===== config.mk =====
export PLATFORM = sky130hd
export DESIGN_NAME = data_mem_ctrl
export DESIGN_NICKNAME = d
export VERILOG_FILES = /design/src/rtl/dmem_pkg.sv /design/src/rtl/dmem_load_fmt.sv /design/src/rtl/data_mem_ctrl.sv
export SDC_FILE = /design/constraint.sdc
export NUM_CORES = 1
export LEC_CHECK = 0
export ABC_AREA = 1
export BUFFER_PORTS_ARGS = -buffer_cell sky130_fd_sc_hd__buf_4
export CORE_MARGIN = 10
export CORE_UTILIZATION = 30
export CTS_CLUSTER_DIAMETER = 30
export CTS_CLUSTER_SIZE = 14
export DETAILED_ROUTE_END_ITERATION = 8
export GPL_ROUTABILITY_DRIVEN = 1
export PLACE_DENSITY = 0.64
export SLEW_MARGIN = 20
export SYNTH_ARGS = -nofsm -noshare
export SYNTH_HDL_FRONTEND = slang
export SYNTH_SLANG_ARGS = --single-unit

===== constraint.sdc =====
create_clock -name clk_i -period 7.7 [get_ports clk_i]
set_clock_uncertainty 0.15 [all_clocks]
set_input_delay 0.77 -clock clk_i [delete_from_list [all_inputs] [get_ports clk_i]]
set_output_delay 0.77 -clock clk_i [all_outputs]
set_load 0.01 [all_outputs]

===== src/rtl/dmem_pkg.sv =====
// Shared definitions for the data memory controller: funct3 codes,
// controller state enum, access size / legality / store mask helpers.
// Ports: none (constants, types and functions only).
package dmem_pkg;

  localparam logic [2:0] F3_B  = 3'b000;
  localparam logic [2:0] F3_H  = 3'b001;
  localparam logic [2:0] F3_W  = 3'b010;
  localparam logic [2:0] F3_BU = 3'b100;
  localparam logic [2:0] F3_HU = 3'b101;

  localparam int unsigned MEM_BYTES_DEF = 4096;
  localparam int unsigned DBG_CNT_W_DEF = 10;

  typedef enum logic [1:0] {
    ST_CORE  = 2'd0,
    ST_DRAIN = 2'd1,
    ST_DEBUG = 2'd2
  } dmem_state_t;

  // Bytes touched by an access; funct3[1:0] encodes the width.
  function automatic logic [2:0] size_of(input logic [2:0] funct3);
    case (funct3[1:0])
      2'b00:   size_of = 3'd1;
      2'b01:   size_of = 3'd2;
      default: size_of = 3'd4;
    endcase
  endfunction

  // Stores have no unsigned variants; loads reject 011 and 11x.
  function automatic logic f3_legal(input logic we, input logic [2:0] funct3);
    if (we) f3_legal = (funct3 == F3_B) || (funct3 == F3_H) || (funct3 == F3_W);
    else    f3_legal = (funct3 != 3'b011) && (funct3[2:1] != 2'b11);
  endfunction

  function automatic logic [3:0] store_mask(input logic [2:0] funct3);
    case (funct3)
      F3_B:    store_mask = 4'b0001;
      F3_H:    store_mask = 4'b0011;
      F3_W:    store_mask = 4'b1111;
      default: store_mask = 4'b0000;
    endcase
  endfunction

endpackage


===== src/rtl/dmem_load_fmt.sv =====
// Load data formatter: selects/extends bytes of a memory word per funct3.
// Ports: funct3_i (load type), dataout_i (raw word, byte 0 in [7:0]),
//        rdata_o (formatted result). Purely combinational, no latency.
module dmem_load_fmt
  import dmem_pkg::*;
(
  input  logic [2:0]  funct3_i,
  input  logic [31:0] dataout_i,
  output logic [31:0] rdata_o
);

  always_comb begin
    rdata_o = dataout_i;
    case (funct3_i)
      F3_B:    rdata_o = {{24{dataout_i[7]}}, dataout_i[7:0]};
      F3_BU:   rdata_o = {24'd0, dataout_i[7:0]};
      F3_H:    rdata_o = {{16{dataout_i[15]}}, dataout_i[15:0]};
      F3_HU:   rdata_o = {16'd0, dataout_i[15:0]};
      default: rdata_o = dataout_i;
    endcase
  end

endmodule


===== src/rtl/data_mem_ctrl.sv =====
// Data memory port owner: arbitrates LSU vs debug loader, builds write masks,
// formats loads (rvalid 1 cycle after grant), flags out-of-range accesses.
// Ports: clk/reset, core_* (LSU req/gnt/rvalid), dbg_* (loader beats),
//        mem_* (memory port). Debug ownership wins; core is stalled via gnt=0.
module data_mem_ctrl
  import dmem_pkg::*;
#(
  parameter int unsigned MEM_BYTES = MEM_BYTES_DEF,
  parameter int unsigned DBG_CNT_W = DBG_CNT_W_DEF
) (
  input  logic                 clk_i,
  input  logic                 reset_n_i,
  input  logic                 core_req_i,
  input  logic                 core_we_i,
  input  logic [2:0]           core_funct3_i,
  input  logic [31:0]          core_addr_i,
  input  logic [31:0]          core_wdata_i,
  output logic                 core_gnt_o,
  output logic                 core_rvalid_o,
  output logic [31:0]          core_rdata_o,
  output logic                 core_fault_o,
  input  logic                 dbg_mode_i,
  input  logic                 dbg_valid_i,
  input  logic [31:0]          dbg_addr_i,
  input  logic [31:0]          dbg_wdata1_i,
  input  logic [31:0]          dbg_wdata2_i,
  output logic                 dbg_ready_o,
  output logic                 dbg_active_o,
  output logic                 dbg_err_o,
  output logic [DBG_CNT_W-1:0] dbg_count_o,
  output logic [31:0]          mem_address_o,
  output logic [31:0]          mem_datain1_o,
  output logic [31:0]          mem_datain2_o,
  output logic [3:0]           mem_wr_o,
  output logic                 mem_enable_debug_o,
  input  logic [31:0]          mem_dataout_i
);

  localparam logic [32:0] MEM_END = 33'(MEM_BYTES);

  dmem_state_t          state_q, state_d;
  logic                 rd_pending_q, rd_pending_d;
  logic [2:0]           rd_funct3_q, rd_funct3_d;
  logic                 rd_fault_q, rd_fault_d;
  logic [DBG_CNT_W-1:0] dbg_count_q, dbg_count_d;
  logic                 dbg_err_q, dbg_err_d;

  logic [32:0] core_last, dbg_last;
  logic        core_bad, dbg_bad;
  logic [31:0] fmt_rdata;

  // 33-bit sums so addresses near 2^32 cannot wrap back into range.
  assign core_last = {1'b0, core_addr_i} + {30'd0, size_of(core_funct3_i)} - 33'd1;
  assign core_bad  = !f3_legal(core_we_i, core_funct3_i) || (core_last >= MEM_END);
  assign dbg_last  = {1'b0, dbg_addr_i} + 33'd7;
  assign dbg_bad   = (dbg_addr_i[1:0] != 2'b00) || (dbg_last >= MEM_END);

  dmem_load_fmt u_fmt (
    .funct3_i  (rd_funct3_q),
    .dataout_i (mem_dataout_i),
    .rdata_o   (fmt_rdata)
  );

  always_comb begin
    state_d            = state_q;
    rd_pending_d       = 1'b0;
    rd_funct3_d        = rd_funct3_q;
    rd_fault_d         = 1'b0;
    dbg_count_d        = dbg_count_q;
    dbg_err_d          = dbg_err_q;
    core_gnt_o         = 1'b0;
    mem_address_o      = '0;
    mem_datain1_o      = '0;
    mem_datain2_o      = '0;
    mem_wr_o           = 4'b0000;
    mem_enable_debug_o = 1'b0;
    dbg_active_o       = 1'b0;
    dbg_ready_o        = 1'b0;
    core_rvalid_o      = rd_pending_q;
    core_rdata_o       = (rd_pending_q && !rd_fault_q) ? fmt_rdata : '0;
    core_fault_o       = rd_pending_q && rd_fault_q;
    dbg_count_o        = dbg_count_q;
    dbg_err_o          = dbg_err_q;

    case (state_q)
      ST_CORE: begin
        if (dbg_mode_i) begin
          state_d = ST_DRAIN;
        end else if (core_req_i) begin
          core_gnt_o    = 1'b1;
          mem_address_o = core_addr_i;
          if (core_we_i) begin
            mem_datain1_o = core_wdata_i;
            mem_wr_o      = core_bad ? 4'b0000 : store_mask(core_funct3_i);
            core_fault_o  = core_fault_o | core_bad;
          end else begin
            rd_pending_d = 1'b1;
            rd_funct3_d  = core_funct3_i;
            rd_fault_d   = core_bad;
          end
        end
      end
      ST_DRAIN: begin
        if (!rd_pending_q) begin
          state_d     = ST_DEBUG;
          dbg_count_d = '0;
          dbg_err_d   = 1'b0;
        end
      end
      ST_DEBUG: begin
        mem_enable_debug_o = 1'b1;
        dbg_active_o       = 1'b1;
        if (dbg_valid_i) begin
          dbg_ready_o   = 1'b1;
          mem_address_o = dbg_addr_i;
          mem_datain1_o = dbg_wdata1_i;
          mem_datain2_o = dbg_wdata2_i;
          if (dbg_bad) begin
            dbg_err_d = 1'b1;
          end else begin
            mem_wr_o    = 4'b1111;
            dbg_count_d = dbg_count_q + DBG_CNT_W'(1);
          end
        end
        if (!dbg_mode_i) state_d = ST_CORE;
      end
      default: state_d = ST_CORE;
    endcase

    // Quiet every output while reset is asserted so no write lands on the reset edge.
    if (!reset_n_i) begin
      core_gnt_o         = 1'b0;
      core_rvalid_o      = 1'b0;
      core_rdata_o       = '0;
      core_fault_o       = 1'b0;
      mem_address_o      = '0;
      mem_datain1_o      = '0;
      mem_datain2_o      = '0;
      mem_wr_o           = 4'b0000;
      mem_enable_debug_o = 1'b0;
      dbg_active_o       = 1'b0;
      dbg_ready_o        = 1'b0;
      dbg_count_o        = '0;
      dbg_err_o          = 1'b0;
    end
  end

  always_ff @(posedge clk_i) begin
    if (!reset_n_i) begin
      state_q      <= ST_CORE;
      rd_pending_q <= 1'b0;
      rd_funct3_q  <= 3'b000;
      rd_fault_q   <= 1'b0;
      dbg_count_q  <= '0;
      dbg_err_q    <= 1'b0;
    end else begin
      state_q      <= state_d;
      rd_pending_q <= rd_pending_d;
      rd_funct3_q  <= rd_funct3_d;
      rd_fault_q   <= rd_fault_d;
      dbg_count_q  <= dbg_count_d;
      dbg_err_q    <= dbg_err_d;
    end
  end

endmodule


==> results.toml <==
[status]
status = "completed"

[clock_tree]
insertion_delay_ps = 250
cts_tree = "yes"
cts-root-buf = "clkbuf_16"
holdBufCountCts = 0
clk_pin_slew_worst_paths_ps = 60
cts_buffer_depth = 2
postCtsSetupBuffers = 0
cts.htree.levels = 1
cts_resized = 0
cts_made_buffers = 3
cts_sinks = 18

[synth]
ys_types = 40
syn_inst = 1305
avgSynthCellArea_sq_um = 4.85
synthesis.area_sq_um = 6330
syn_nets = 1542
synth-edff-count = 0
ys_seq_area_frac = 0.0570
yosys_warnings = 0
synth_top_flop_cell = "dfxtp_1"
ys_async_sr_fraction = 0
synth-seq-cells = 18

[floorplan]
die_area_sq_um = 27300
die_x_microns = 165
ioPinCount = 350
start_util = 0.303
coreArea_sq_um = 20900
fp.dieH_microns = 165
rows = 53

[routing]
ant_nets = 0
wire_per_inst_microns = 18.7
vias = 9400
drtIter0Drc = 812
vias_per_cell = 4.94
wl_microns = 35600
drt-pass1-iter-count = 6
drc = 0

[global_route]
grt_max_degree = 77
antenna_found_initial = 0
grt_pass1_wl_microns = 51300
grt_pass1_vias = 8923
grt_overflow = 0
grt_usage = 0.241

[finish]
antenna_cells = 0
final_util = 0.443
nets = 1866
drive_gt1_frac = 0.239
nFillCells = 2364
area_delta_synth_final_pct = 46.4

[timing]
rsz0062_at_grt = "false"
worstMarginPinSlew_ps = 1050
slew_violations = 0
max_freq_mhz = 201
whs_ps = 300
finalHoldViolations = 0
period_minus_slack_ps = 4960
fin_ws_ps = 2740
max_slew_margin = 0.295
post-route-period-util = 0.645
setup_tns_ps = 0
setup_viol = 0

[pwr]
p_int_mw = 0.356
p_clk_frac = 0.174
p_total_mw = 0.671
p_per_area_nw_per_um2 = 72.4
power_frac_seq = 0.147
switching_share = 0.470
p_sw_mw = 0.315
pwr-share-comb = 0.680
p_leak_nw = 5.37
vdd_drop_max_uv = 75.1

[worst_setup_path]
setup.worst_path.end = "mem_wr_o[2]"
reg2reg_depth = 8
worst-path-max-fanout = 6
crit_path_start = "core_funct3_i[1]"
rr_startpoint = "state_q[1]$_SDFFE_PN0P_"
worstSetupPathType = "in2out"
end_kind = "output port"
rrSetupSlack_ps = 5380
r2r_end = "dbg_count_q[3]$_SDFFE_PN0P_"
crit_path_start_kind = "primary input"
required_ps = 6780
cp.arrival_ps = 4040

[worst_hold_path]
min_path_type = "reg2reg"

[placement]
place_ws_ps = 2830
globalplace.congestion = 0.979
io_buffers = 349
place_hpwl_microns = 31000

[flow_run]
maxCapViolations = 0
cells in the mapped netlist (2+ instances only):
library cell	number	area, sq um
nand2_2	5	31.3
inv_1	253	950
ha_1	35	438
and2_1	4	25.0
dfxtp_1	18	360
xnor2_1	3	26.3
nand3_1	87	435
nand2_1	377	1420
nand4_1	21	131
clkbuf_1	27	101
a21oi_1	51	255
inv_2	2	7.51
buf_4	2	15.0
xor2_1	9	78.8
a22oi_1	64	480
nand3b_1	13	97.6
nor2_2	11	68.8
nor2_1	260	976
nand3_2	3	30.0
o21ai_0	13	65.1
o21bai_1	7	52.6
o21ai_1	3	15.0
nor3_1	13	65.1
nor3b_1	2	15.0
nor2_4	3	33.8
nor3_2	3	30.0
clkinv_1	3	11.3
cells by family after synthesis:
group	after synthesis	synth area share
DFF	18	0.0570
xor gates and xnor gates	12	0.0166
and+or+nand+nor	805	0.535
AOI/OAI and AO/OA	143	0.143
adders and majority gates	36	0.0724
buffers and inverters	291	0.176
stage by stage:
stage                     area (sq um)  cells
after floorplan                   6330   1305
after global placement            9170   1899
after detailed placement          9170   1899
after CTS                         9260   1903
after global routing              9260   1903
final                             9260   1903
layer usage:
| layer | GRT usage | up-vias | share of wire |
|---|---|---|---|
| li1 | - | 4714 | - |
| met1 | 0.296 | 4227 | 0.39 |
| met2 | 0.417 | 407 | 0.49 |
| met3 | 0.0412 | 52 | 0.086 |
| met4 | 0.0753 | 0 | 0.032 |
| met5 | 0 | - | 0 |
area by class of cell:
class,count,area (sq um),area share
clock buffers,4,88.8,0.00959
inverters,258,968,0.105
multi-input cells,996,4860,0.524
flip-flops and latches,18,360,0.0389
well taps,275,344,0.0372
repair buffers,352,2640,0.285
critical path: stages:
cell	delay, ps
buf_4	110
inv_1	140
nand2_1	120
ha_1	290
inv_1	60
ha_1	210
inv_1	70
fa_1	380
inv_1	150
nand2_1	70
nand2_1	50
nand3_1	60
nand2_1	160
nand2_1	90
nand3_1	80
nand2_1	70
nand2_1	60
nor2_1	40
nand3_1	70
nand2_1	50
nor2_1	410
nand3_1	160
a21oi_1	220
buf_4	160
how the worst min path moves through the flow:
| stage | startpoint | end | cells after the start |
|---|---|---|---|
| after floorplan | dbg_err_q$_SDFFE_PN0P_ | dbg_err_q$_SDFFE_PN0P_ | 2 |
| after global placement | dbg_err_q$_SDFFE_PN0P_ | dbg_err_q$_SDFFE_PN0P_ | 2 |
| after detailed placement | dbg_err_q$_SDFFE_PN0P_ | dbg_err_q$_SDFFE_PN0P_ | 2 |
| after CTS | dbg_err_q$_SDFFE_PN0P_ | dbg_err_q$_SDFFE_PN0P_ | 2 |
| after global routing | dbg_err_q$_SDFFE_PN0P_ | dbg_err_q$_SDFFE_PN0P_ | 2 |
| final | dbg_err_q$_SDFFE_PN0P_ | dbg_err_q$_SDFFE_PN0P_ | 2 |
power by group through the flow:
| stage | logic, mW | registers [mW] | clock network, mW |
|---|---|---|---|
| floorplan | 0.248 | 0.0996 | 0 |
| detailed placement | 0.449 | 0.100 | 0 |
| global route | 0.506 | 0.0986 | 0.120 |
| CTS | 0.451 | 0.0983 | 0.116 |
| global placement | 0.447 | 0.100 | 0 |
| finish | 0.456 | 0.0983 | 0.117 |
flip-flops by register name, indices dropped and copies added (netlist names):
name and cells:
dbg_count_q 10, dbg_err_q 1, rd_fault_q 1, rd_funct3_q 3, rd_pending_q 1, state_q 2
placed cells by master, fill, tap and decap left out, types with 12 or more instances in the layout:
| cell | netlist | final |
|---|---|---|
| inv_1 | 253 | 250 |
| nand3b_1 | 13 | 13 |
| dfxtp_1 | 18 | 18 |
| o21ai_0 | 13 | 13 |
| a21oi_1 | 51 | 51 |
| buf_4 | 2 | 352 |
| ha_1 | 35 | 35 |
| nor3_1 | 13 | 13 |
| nand4_1 | 21 | 21 |
| nand3_1 | 87 | 87 |
| a22oi_1 | 64 | 64 |
| nor2_2 | 11 | 12 |
| nand2_1 | 377 | 377 |
| nor2_1 | 260 | 259 |
Note: power is estimated with default switching activity, not from simulation.
